$ cat src/rtl/i2s_tx_serializer.sv
// Philips I2S transmitter: takes mono samples over valid/ready and plays each one
// in both the left and right slots. BCLK and LRCLK are derived from clk.
module i2s_tx_serializer #(
  parameter int SAMPLE_W = 16,
  parameter int BCLK_DIV = 4
) (
  input  logic                clk,
  input  logic                rst,
  input  logic                en,
  input  logic [SAMPLE_W-1:0] sample_in,
  input  logic                sample_valid,
  output logic                sample_ready,
  output logic                bclk,
  output logic                lrclk,
  output logic                sdata,
  output logic                frame_start,
  output logic                underrun
);

  localparam int FRAME_BITS = 2 * SAMPLE_W;
  localparam int DIV_W      = (BCLK_DIV > 1) ? $clog2(BCLK_DIV) : 1;
  localparam int BIT_W      = (FRAME_BITS > 2) ? $clog2(FRAME_BITS) : 1;
  localparam logic [DIV_W-1:0] DIV_LAST = DIV_W'(BCLK_DIV - 1);
  localparam logic [BIT_W-1:0] BIT_LAST = BIT_W'(FRAME_BITS - 1);

  logic [DIV_W-1:0]    div_cnt;
  logic [BIT_W-1:0]    bit_cnt;
  logic [BIT_W-1:0]    bit_next;
  logic [BIT_W-1:0]    slot_idx;
  logic [SAMPLE_W-1:0] hold;
  logic [SAMPLE_W-1:0] frame_reg;
  logic [SAMPLE_W-1:0] shift_src;
  logic [SAMPLE_W-1:0] shifted;
  logic                hold_full;
  logic                div_wrap;
  logic                shift_evt;
  logic                load_evt;
  logic                take;
  logic                sdata_next;
  logic                lrclk_next;

  // On the frame's first shift the MSB comes straight from the value being loaded.
  always_comb begin
    div_wrap     = (div_cnt == DIV_LAST);
    shift_evt    = en && div_wrap && bclk;
    bit_next     = (bit_cnt == BIT_LAST) ? '0 : bit_cnt + 1'b1;
    load_evt     = shift_evt && (bit_next == '0);
    slot_idx     = (bit_next >= BIT_W'(SAMPLE_W)) ? bit_next - BIT_W'(SAMPLE_W) : bit_next;
    shift_src    = load_evt ? (hold_full ? hold : '0) : frame_reg;
    shifted      = shift_src << slot_idx;
    sdata_next   = shifted[SAMPLE_W-1];
    lrclk_next   = (bit_next >= BIT_W'(SAMPLE_W - 1)) && (bit_next <= BIT_W'(FRAME_BITS - 2));
    take         = sample_valid && !hold_full;
    sample_ready = !hold_full;
    frame_start  = load_evt;
    underrun     = load_evt && !hold_full;
  end

  always_ff @(posedge clk or posedge rst) begin
    if (rst) begin
      div_cnt <= '0;
      bclk    <= 1'b0;
      bit_cnt <= BIT_LAST;
      lrclk   <= 1'b0;
      sdata   <= 1'b0;
    end else if (!en) begin
      div_cnt <= '0;
      bclk    <= 1'b0;
      bit_cnt <= BIT_LAST;
      lrclk   <= 1'b0;
      sdata   <= 1'b0;
    end else begin
      if (div_wrap) begin
        div_cnt <= '0;
        bclk    <= ~bclk;
      end else begin
        div_cnt <= div_cnt + 1'b1;
      end
      if (shift_evt) begin
        bit_cnt <= bit_next;
        lrclk   <= lrclk_next;
        sdata   <= sdata_next;
      end
    end
  end

  // A load and a transfer on the same edge: the load sees the pre-transfer hold.
  always_ff @(posedge clk or posedge rst) begin
    if (rst) begin
      hold      <= '0;
      hold_full <= 1'b0;
      frame_reg <= '0;
    end else begin
      if (load_evt) begin
        frame_reg <= shift_src;
      end
      if (take) begin
        hold      <= sample_in;
        hold_full <= 1'b1;
      end else if (load_evt) begin
        hold_full <= 1'b0;
      end
    end
  end

endmodule
$ cat config.mk
export PLATFORM = sky130hd
export DESIGN_NAME = i2s_tx_serializer
export DESIGN_NICKNAME = d
export VERILOG_FILES = /design/src/rtl/i2s_tx_serializer.sv
export SDC_FILE = /design/constraint.sdc
export NUM_CORES = 1
export LEC_CHECK = 0
export ABC_AREA = 0
export BUFFER_PORTS_ARGS = -buffer_cell sky130_fd_sc_hd__buf_2
export CORE_ASPECT_RATIO = 1.5
export CORE_UTILIZATION = 55
export DETAILED_ROUTE_END_ITERATION = 10
export PLACE_DENSITY = 0.78
export SLEW_MARGIN = 20
export SYNTH_ARGS = -nofsm -noshare
export SYNTH_HDL_FRONTEND = slang
export SYNTH_SLANG_ARGS = --single-unit
$ cat constraint.sdc
create_clock -name clk -period 3.37 [get_ports clk]
set_input_delay 0.337 -clock clk [delete_from_list [all_inputs] [get_ports clk]]
set_output_delay 0.337 -clock clk [all_outputs]
set_load 0.01 [all_outputs]
# Word-level counts from Yosys, hierarchy flattened
# Index checks and enable logic that the tools add are counted.
dict set report word_totals {
  regBits 43
  latch_bits 0
  ramBits 0
  romBits 0
  out_inout_bits 6
  wordCells 45
  mem_count 0
}
dict set report op_classes {
  add_sub_neg 3
  n_mul 0
  n_div 0
  magnitude_cmp 3
  eq_ne 4
  shifts 1
  muxes 16
  bitwise 1
  n_reduce_logical 9
}
# cell n
set op_table {}
lappend op_table {{2-to-1 mux 16 bit} 2}
lappend op_table {{2-to-1 mux 5 bit} 4}
lappend op_table {{<< shifter 16 x 5 -> 16 bit} 1}
lappend op_table {{2-to-1 mux 1 bit} 8}
lappend op_table {{logical AND 1 bit} 6}
lappend op_table {{adder 5 x 1 -> 5 bit, second input constant} 1}
lappend op_table {{== test 5 bit, second input constant} 1}
lappend op_table {{>= comparator 5 x 4 -> 1 bit, second input constant} 1}
lappend op_table {{>= comparator 5 bit, second input constant} 1}
lappend op_table {{less-or-equal comparator 5 bit, second input constant} 1}
lappend op_table {{zero test 5 bit} 1}
lappend op_table {{subtractor 5 bit, second input constant} 1}
lappend op_table {{2-to-1 mux 2 bit} 2}
lappend op_table {{!= test 2 x 1 -> 1 bit, second input constant} 2}
lappend op_table {{adder 2 x 1 -> 2 bit, second input constant} 1}
lappend op_table {{== test 2 bit, second input constant} 1}
lappend op_table {{nonzero test 2 bit} 1}
lappend op_table {{zero test 1 bit} 1}
lappend op_table {{inverter 1 bit} 1}

# Longest topological paths before layout
# Gate-level depths: netlist of the first run.
dict set report depth {
  word_depth 8
  ltp_mapped 11
  mapped_depth_nobuf 10
}

# Least setup slack after synthesis of the first run
# OpenSTA, ideal clock, no wires.
dict set report synth_path {
  kind {register to output}
  from {register bit_cnt[0]}
  to {output underrun}
  arrival_ps 2305
  required_time_ps 3033
  path_slack_ps 728
  path_stages_with_launch 11
  path_cell_list {dfstp_2 -> ha_1 -> and3_1 -> ha_1 -> or2_0 -> o2111ai_2 -> or2_1 -> buf_6 -> buf_6 -> clkbuf_1 -> nor2_1}
}
dict set report synth_via {
  elab_chain_len 5
  word_cells_on_any_way 6
  classes_between {add/sub (1); eq/ne (1); mux (1); reduce/logical (3)}
}
# element line_no
set synth_rtl {}
lappend synth_rtl {{start: declaration} 27} ;# logic [BIT_W-1:0] bit_cnt;
lappend synth_rtl {{start signal: assignment} 80} ;# bit_cnt <= bit_next;
lappend synth_rtl {{adder 5 x 1 -> 5 bit or == test 5 bit (tied branches)} 46} ;# bit_next = (bit_cnt == BIT_LAST) ? '0 : bit_cnt + 1'b1;
lappend synth_rtl {{2-to-1 mux 5 bit (*)} 46}
lappend synth_rtl {{zero test 5 bit (*)} 47} ;# load_evt = shift_evt && (bit_next == '0);
lappend synth_rtl {{logical AND 1 bit (*)} 47}
lappend synth_rtl {{logical AND 1 bit (*)} 56} ;# underrun = load_evt && !hold_full;
lappend synth_rtl {{end: declaration} 17} ;# output logic underrun
# Every way passes the cells marked *; elsewhere a longest branch is shown, timed or not.

# Worst setup path after layout of the first run
dict set report layout_path {
  from {register bit_cnt[0]}
  to {output frame_start}
}
dict set report layout_via {
  elab_chain_len 4
  word_cells_on_any_way 5
  classes_between {add/sub (1); eq/ne (1); mux (1); reduce/logical (2)}
}
# element line_no
set layout_rtl {}
lappend layout_rtl {{adder 5 x 1 -> 5 bit or == test 5 bit (tied branches)} 46}
lappend layout_rtl {{2-to-1 mux 5 bit (*)} 46}
lappend layout_rtl {{zero test 5 bit (*)} 47}
lappend layout_rtl {{logical AND 1 bit (*)} 47}
lappend layout_rtl {{end: declaration} 16} ;# output logic frame_start,
# Marks and branches as above.

==> results.cfg, run 1 <==
[status]
status = finished, final reports clean

[worst_setup_path]
cp_cell_sequence = ha_1, and3_1, ha_1, or2_0, o2111ai_2, or2_1, inv_2, buf_2
cp.required_ps = 3030
cp.arrival_ps = 2730
cp-start-kind = flop
crit_top_cell = ha_1
worstSetupPathType = reg -> out
slowest_delay_ps = 610
critPathSlowestCell = dfstp_2
critical_path_peak_fanout = 16
crit_path_end_kind = output pin

[global_routing]
grt_pass1_vias = 1659
grt_use_total = 0.246
grt_max_degree = 44
antenna_found_initial = 0
grt_overflow = 0
grt_pass1_wl_um = 7380

[placement]
io_buffer_count = 25
routabilityCongestion = 0.869
dp_hpwl_um = 3030
dp.cells = 267

[clock_tree]
cts_hold_buffers = 0
cts_resized = 0
clock-sinks = 43
numCtsBuffers = 5
root_buffer = clkbuf_8
clk-insertion-delay-late_ps = 300
post_cts_buffers = 0
cts_buffer_depth = 2
cts_tree = done
cts.clk_slew.worst_paths_ps = 80
h-tree-depth = 2

[cells_and_area]
final_cell_mix = 38 x dfrtp_1, 30 x nand2_1, 25 x buf_2
diodes = 0
mostFrequentLayoutCell = dfrtp_1
fin_nets = 257
fillerInstances = 309
syn2layout_area_growth_pct = 11.2
drive_above_1_share = 0.207
fin_cells = 275

[synth]
synth.avg_cell_area_sq_um = 10.4
syn_inst = 208
synth_edf_count = 0
synth-seq-cells = 43
synth_warnings = 0
yosysSeqAreaShare = 0.502
synth_cell_types = 44
synth_ff_type = dfrtp_1
synth_nets = 234
async_flop_share = 1.00
synth_area_sq_mm = 0.00215

[timing]
clock_skew_ps = 4.36
rsz0062_at_grt = false
max_freq_ghz = 0.326
hold_viol = 0
min_period_over_period = 0.909
slew_violations = 0
relSlewSlack = 0.605
setup_viol_count_final = 0
whs_ps = 159
finalSetupTns_ps = 0
worstMarginPinSlew_ps = 592
fin_crit_ps = 3060

[min_path]
min_path_type = in -> async

[die]
die_h_um = 78.7
initial_core_util = 0.580
io_pins = 26
die-area_sq_mm = 0.00418
num_rows = 27
core_area_sq_mm = 0.00372
die_w_um = 53.1

[power]
powerDensity_mw_per_mm2 = 532
power.total_uw = 1280
leakage_uw = 0.00113
ir_worst_vdd_mv = 0.449

[route]
drtIter0Drc = 56
wl_um = 4070
vias = 1575
avgViaCountPerCell = 5.73
drcViolationCount = 0
drt_first_pass_iters = 4
antenna_left = 0
post_drt_wl_per_cell_um = 14.8

[flow_run]
cap_violations = 0
==> power by group <==
part / internal [uW] / total (uW) / switching [uW]
logic: 118 / 242 / 123
registers: 642 / 719 / 77.1
clock network: 145 / 315 / 171
total: 905 / 1280 / 371
==> cell usage after synthesis (2+ instances only) <==
cell / n / area share
nor3b_1: 2 / 0.0070
o21ai_0: 7 / 0.016
mux2_1: 19 / 0.099
a31oi_1: 2 / 0.0058
and2_1: 3 / 0.0087
or2_1: 2 / 0.0058
o221ai_1: 2 / 0.0081
a311oi_1: 2 / 0.0081
dfstp_2: 5 / 0.061
a21oi_1: 2 / 0.0046
xor2_1: 2 / 0.0081
nor2b_1: 2 / 0.0058
o2111ai_1: 3 / 0.012
clkbuf_1: 10 / 0.017
dfrtp_1: 38 / 0.44
nor3_1: 2 / 0.0046
buf_6: 2 / 0.010
nor2_1: 8 / 0.014
nand2_1: 30 / 0.052
inv_1: 6 / 0.010
nand3_1: 10 / 0.023
and3_1: 2 / 0.0058
o21ai_1: 12 / 0.028
inv_2: 3 / 0.0052
o211ai_1: 8 / 0.028
ha_1: 6 / 0.035
==> critical path, delay by kind of cell, from the launching register on <==
kind	cells	cell delay [ps]
buffers and inverters	2	350
adder cells (fa/ha/maj)	2	530
flip-flops	1	610
AND/OR/NAND/NOR	3	790
AO/OA/AOI/OAI	1	140
==> metal layers <==
metal / track usage / wire length, um / vias up
li1: - / - / 781
met1: 0.300 / 1700 / 745
met2: 0.405 / 2110 / 40
met3: 0.0484 / 143 / 9
met4: 0.118 / 111 / 0
met5: 0 / 0 / -
==> area by class of cell <==
type	instances	area, sq um	share of cell area
inverters	9	33.8	0.0141
flip-flops and latches	43	1080	0.452
repair buffers	30	175	0.0731
clock buffers	6	72.6	0.0303
clock inverters	2	12.5	0.00522
well taps	43	53.8	0.0225
multi-input cells	142	966	0.403
==> worst paths after layout <==
check                                       startpoint                      to  slack [ps]  cells past startpoint
max in group asynchronous                          rst  bit_cnt[4]$_DFFE_PP1P_        2830                      3
worst min register to register    div_cnt[0]$_DFF_PP0_    div_cnt[0]$_DFF_PP0_         440                      1
worst max-delay path            bit_cnt[0]$_DFFE_PP1P_             frame_start         310                      8
min in group clk                         sample_in[10]    hold[10]$_DFFE_PP0P_         250                      2
worst min-delay path                               rst    div_cnt[0]$_DFF_PP0_         160                      3
worst max register to register  bit_cnt[0]$_DFFE_PP1P_       sdata$_DFFE_PP0P_         340                     10
==> cell families after synthesis <==
| group | after synthesis | synth area share |
|---|---|---|
| AO/OA/AOI/OAI | 47 | 0.153 |
| multiplexers | 20 | 0.105 |
| adder cells (fa/ha/maj) | 6 | 0.0348 |
| XOR/XNOR | 3 | 0.0122 |
| AND/OR/NAND/NOR | 66 | 0.143 |
| buffers and inverters | 23 | 0.0494 |
| flip-flops | 43 | 0.502 |
==> stage by stage <==
step                worst slack [ps]   util  area, sq um
finish                           306  0.645         2400
global route                    26.2  0.645         2400
CTS                              303  0.645         2400
detailed placement               400  0.622         2310
global placement                 494  0.622         2310
floorplan                        728      -         2150
(Power assumes the default switching activity.)
==> inputs of run 2 (changes only) <==
--- a/config.mk
+++ b/config.mk
@@ -7,10 +7,13 @@
 export LEC_CHECK = 0
 export ABC_AREA = 0
 export BUFFER_PORTS_ARGS = -buffer_cell sky130_fd_sc_hd__buf_2
+export CELL_PAD_IN_SITES_DETAIL_PLACEMENT = 1
+export CELL_PAD_IN_SITES_GLOBAL_PLACEMENT = 1
 export CORE_ASPECT_RATIO = 1.5
-export CORE_UTILIZATION = 55
+export CORE_UTILIZATION = 45
 export DETAILED_ROUTE_END_ITERATION = 10
-export PLACE_DENSITY = 0.78
+export PLACE_DENSITY = 0.81
+export REMOVE_ABC_BUFFERS = 1
 export SLEW_MARGIN = 20
 export SYNTH_ARGS = -nofsm -noshare
 export SYNTH_HDL_FRONTEND = slang
==> results.cfg, run 2 (same netlist as run 1, synthesis figures left out) <==
[worst_setup_path]
r2r_cells = 11
crit_path_end_kind = output pin
endpoint = frame_start
slowest_delay_ps = 620
timing.rr.end = sdata$_DFFE_PP0P_
critical_path_peak_fanout = 11
startpoint = bit_cnt[1]$_DFFE_PP1P_
critPathSlowestCell = dfstp_2
r2r_start = bit_cnt[1]$_DFFE_PP1P_
cp.arrival_ps = 2810
cp-start-kind = flop
r2r_slack_ps = 350
cp_cell_sequence = ha_1, and3_1, ha_2, or2_0, o2111ai_4, or2_4, buf_4, inv_2, buf_2
cp.required_ps = 3030
worstSetupPathType = reg -> out

[min_path]
min_path_type = in -> async

[power]
power.total_uw = 1400
ir_worst_vdd_mv = 0.446
powerDensity_mw_per_mm2 = 567
leakage_uw = 0.00115

[timing]
rsz0062_at_grt = false
whs_ps = 197
relSlewSlack = 0.426
finalSetupTns_ps = 0
hold_viol = 0
min_period_over_period = 0.935
max_freq_ghz = 0.317
fin_crit_ps = 3150
worstMarginPinSlew_ps = 860
slew_violations = 0
clock_skew_ps = 9.34
setup_viol_count_final = 0

[placement]
io_buffer_count = 25
placed_area_sq_mm = 0.00233
routabilityCongestion = 0.847
dp_hpwl_um = 3620

[clock_tree]
root_buffer = clkbuf_8
post_cts_buffers = 0
h-tree-depth = 2
cts_buffer_depth = 2
cts.clk_slew.worst_paths_ps = 80
clock-sinks = 43
cts_tree = done
numCtsBuffers = 5
clk-insertion-delay-late_ps = 300

[die]
num_rows = 30
initial_core_util = 0.474
die-area_sq_mm = 0.00507
core_area_sq_mm = 0.00454
die_w_um = 58.5
io_pins = 26
die_h_um = 86.7

[cells_and_area]
syn2layout_area_growth_pct = 14.5
fillerInstances = 509
regArea_sq_mm = 0.00108
utilization = 0.543
diodes = 0
multi_input_area_sq_um = 982
drive_above_1_share = 0.223
mostFrequentLayoutCell = dfrtp_1
fin_area_sq_mm = 0.00247
final_cell_mix = 38 x dfrtp_1, 30 x nand2_1, 25 x buf_2
fin_nets = 258

[global_routing]
antenna_found_initial = 0
grt_max_degree = 23
grt_pass1_wl_um = 8610
grt_overflow = 0
grt_pass1_vias = 1754
grt_use_total = 0.231

[flow_run]
cap_violations = 0

[route]
drtIter0Drc = 66
post_drt_wl_per_cell_um = 16.7
drcViolationCount = 0
wl_um = 4960
vias = 1620
antenna_left = 0
avgViaCountPerCell = 5.45
drt_first_pass_iters = 4

[status]
status = finished, final reports clean
## run 2: through the flow
step | setup slack [ps] | cells
after floorplan | 284 | 194
after global placement | 415 | 289
after detailed placement | 305 | 289
after CTS | 109 | 297
after global routing | 63.7 | 297
final | 219 | 297
## run 2: routing by layer
metal  up-vias  wire, um  GRT usage
li1        782         -          -
met1       803      2120      0.277
met2        24      2640      0.405
met3        11        97     0.0403
met4         0       103     0.0887
met5         -         0          0
## run 2: worst min path at each step
stage	start	to	slack (ps)	cells past startpoint
6_report	rst	hold[10]$_DFFE_PP0P_	200	2
5_1_grt	sample_in[1]	hold[1]$_DFFE_PP0P_	250	2
4_1_cts	rst	frame_reg[10]$_DFFE_PP0N_	230	2
3_5_place_dp	div_cnt[0]$_DFF_PP0_	div_cnt[0]$_DFF_PP0_	450	1
3_3_place_gp	div_cnt[0]$_DFF_PP0_	div_cnt[0]$_DFF_PP0_	420	1
2_1_floorplan	en	bit_cnt[2]$_DFFE_PP1P_	410	1
## run 2: report_power, final
group / leakage, uW / internal, uW / switching, uW
combinational: 0.000550 / 119 / 139
sequential: 0.000540 / 641 / 81.1
clock: 0.0000612 / 240 / 177
## run 2: area by class of cell
| cell class | instances | share of cell area |
|---|---|---|
| sequential | 43 | 0.439 |
| multi-input combinational | 142 | 0.398 |
| timing repair buffer | 31 | 0.0690 |
| clock buffer | 6 | 0.0335 |
| tap | 64 | 0.0325 |
| clock inverter | 2 | 0.0142 |
| inverter | 9 | 0.0137 |
## run 2: repair_timing
item / 4_1_cts / 5_1_grt
hold buffers: 0 / 0
setup endpoints to repair: 0 / 3
gates resized for setup: 0 / 3
## run 2: critical path: cells and delay by family, from the launching register on
kind / cells / cell delay (ps)
adders and majority gates: 2 / 490
and+or+nand+nor: 3 / 720
AOI/OAI and AO/OA: 1 / 230
buffers and inverters: 3 / 450
DFF: 1 / 620
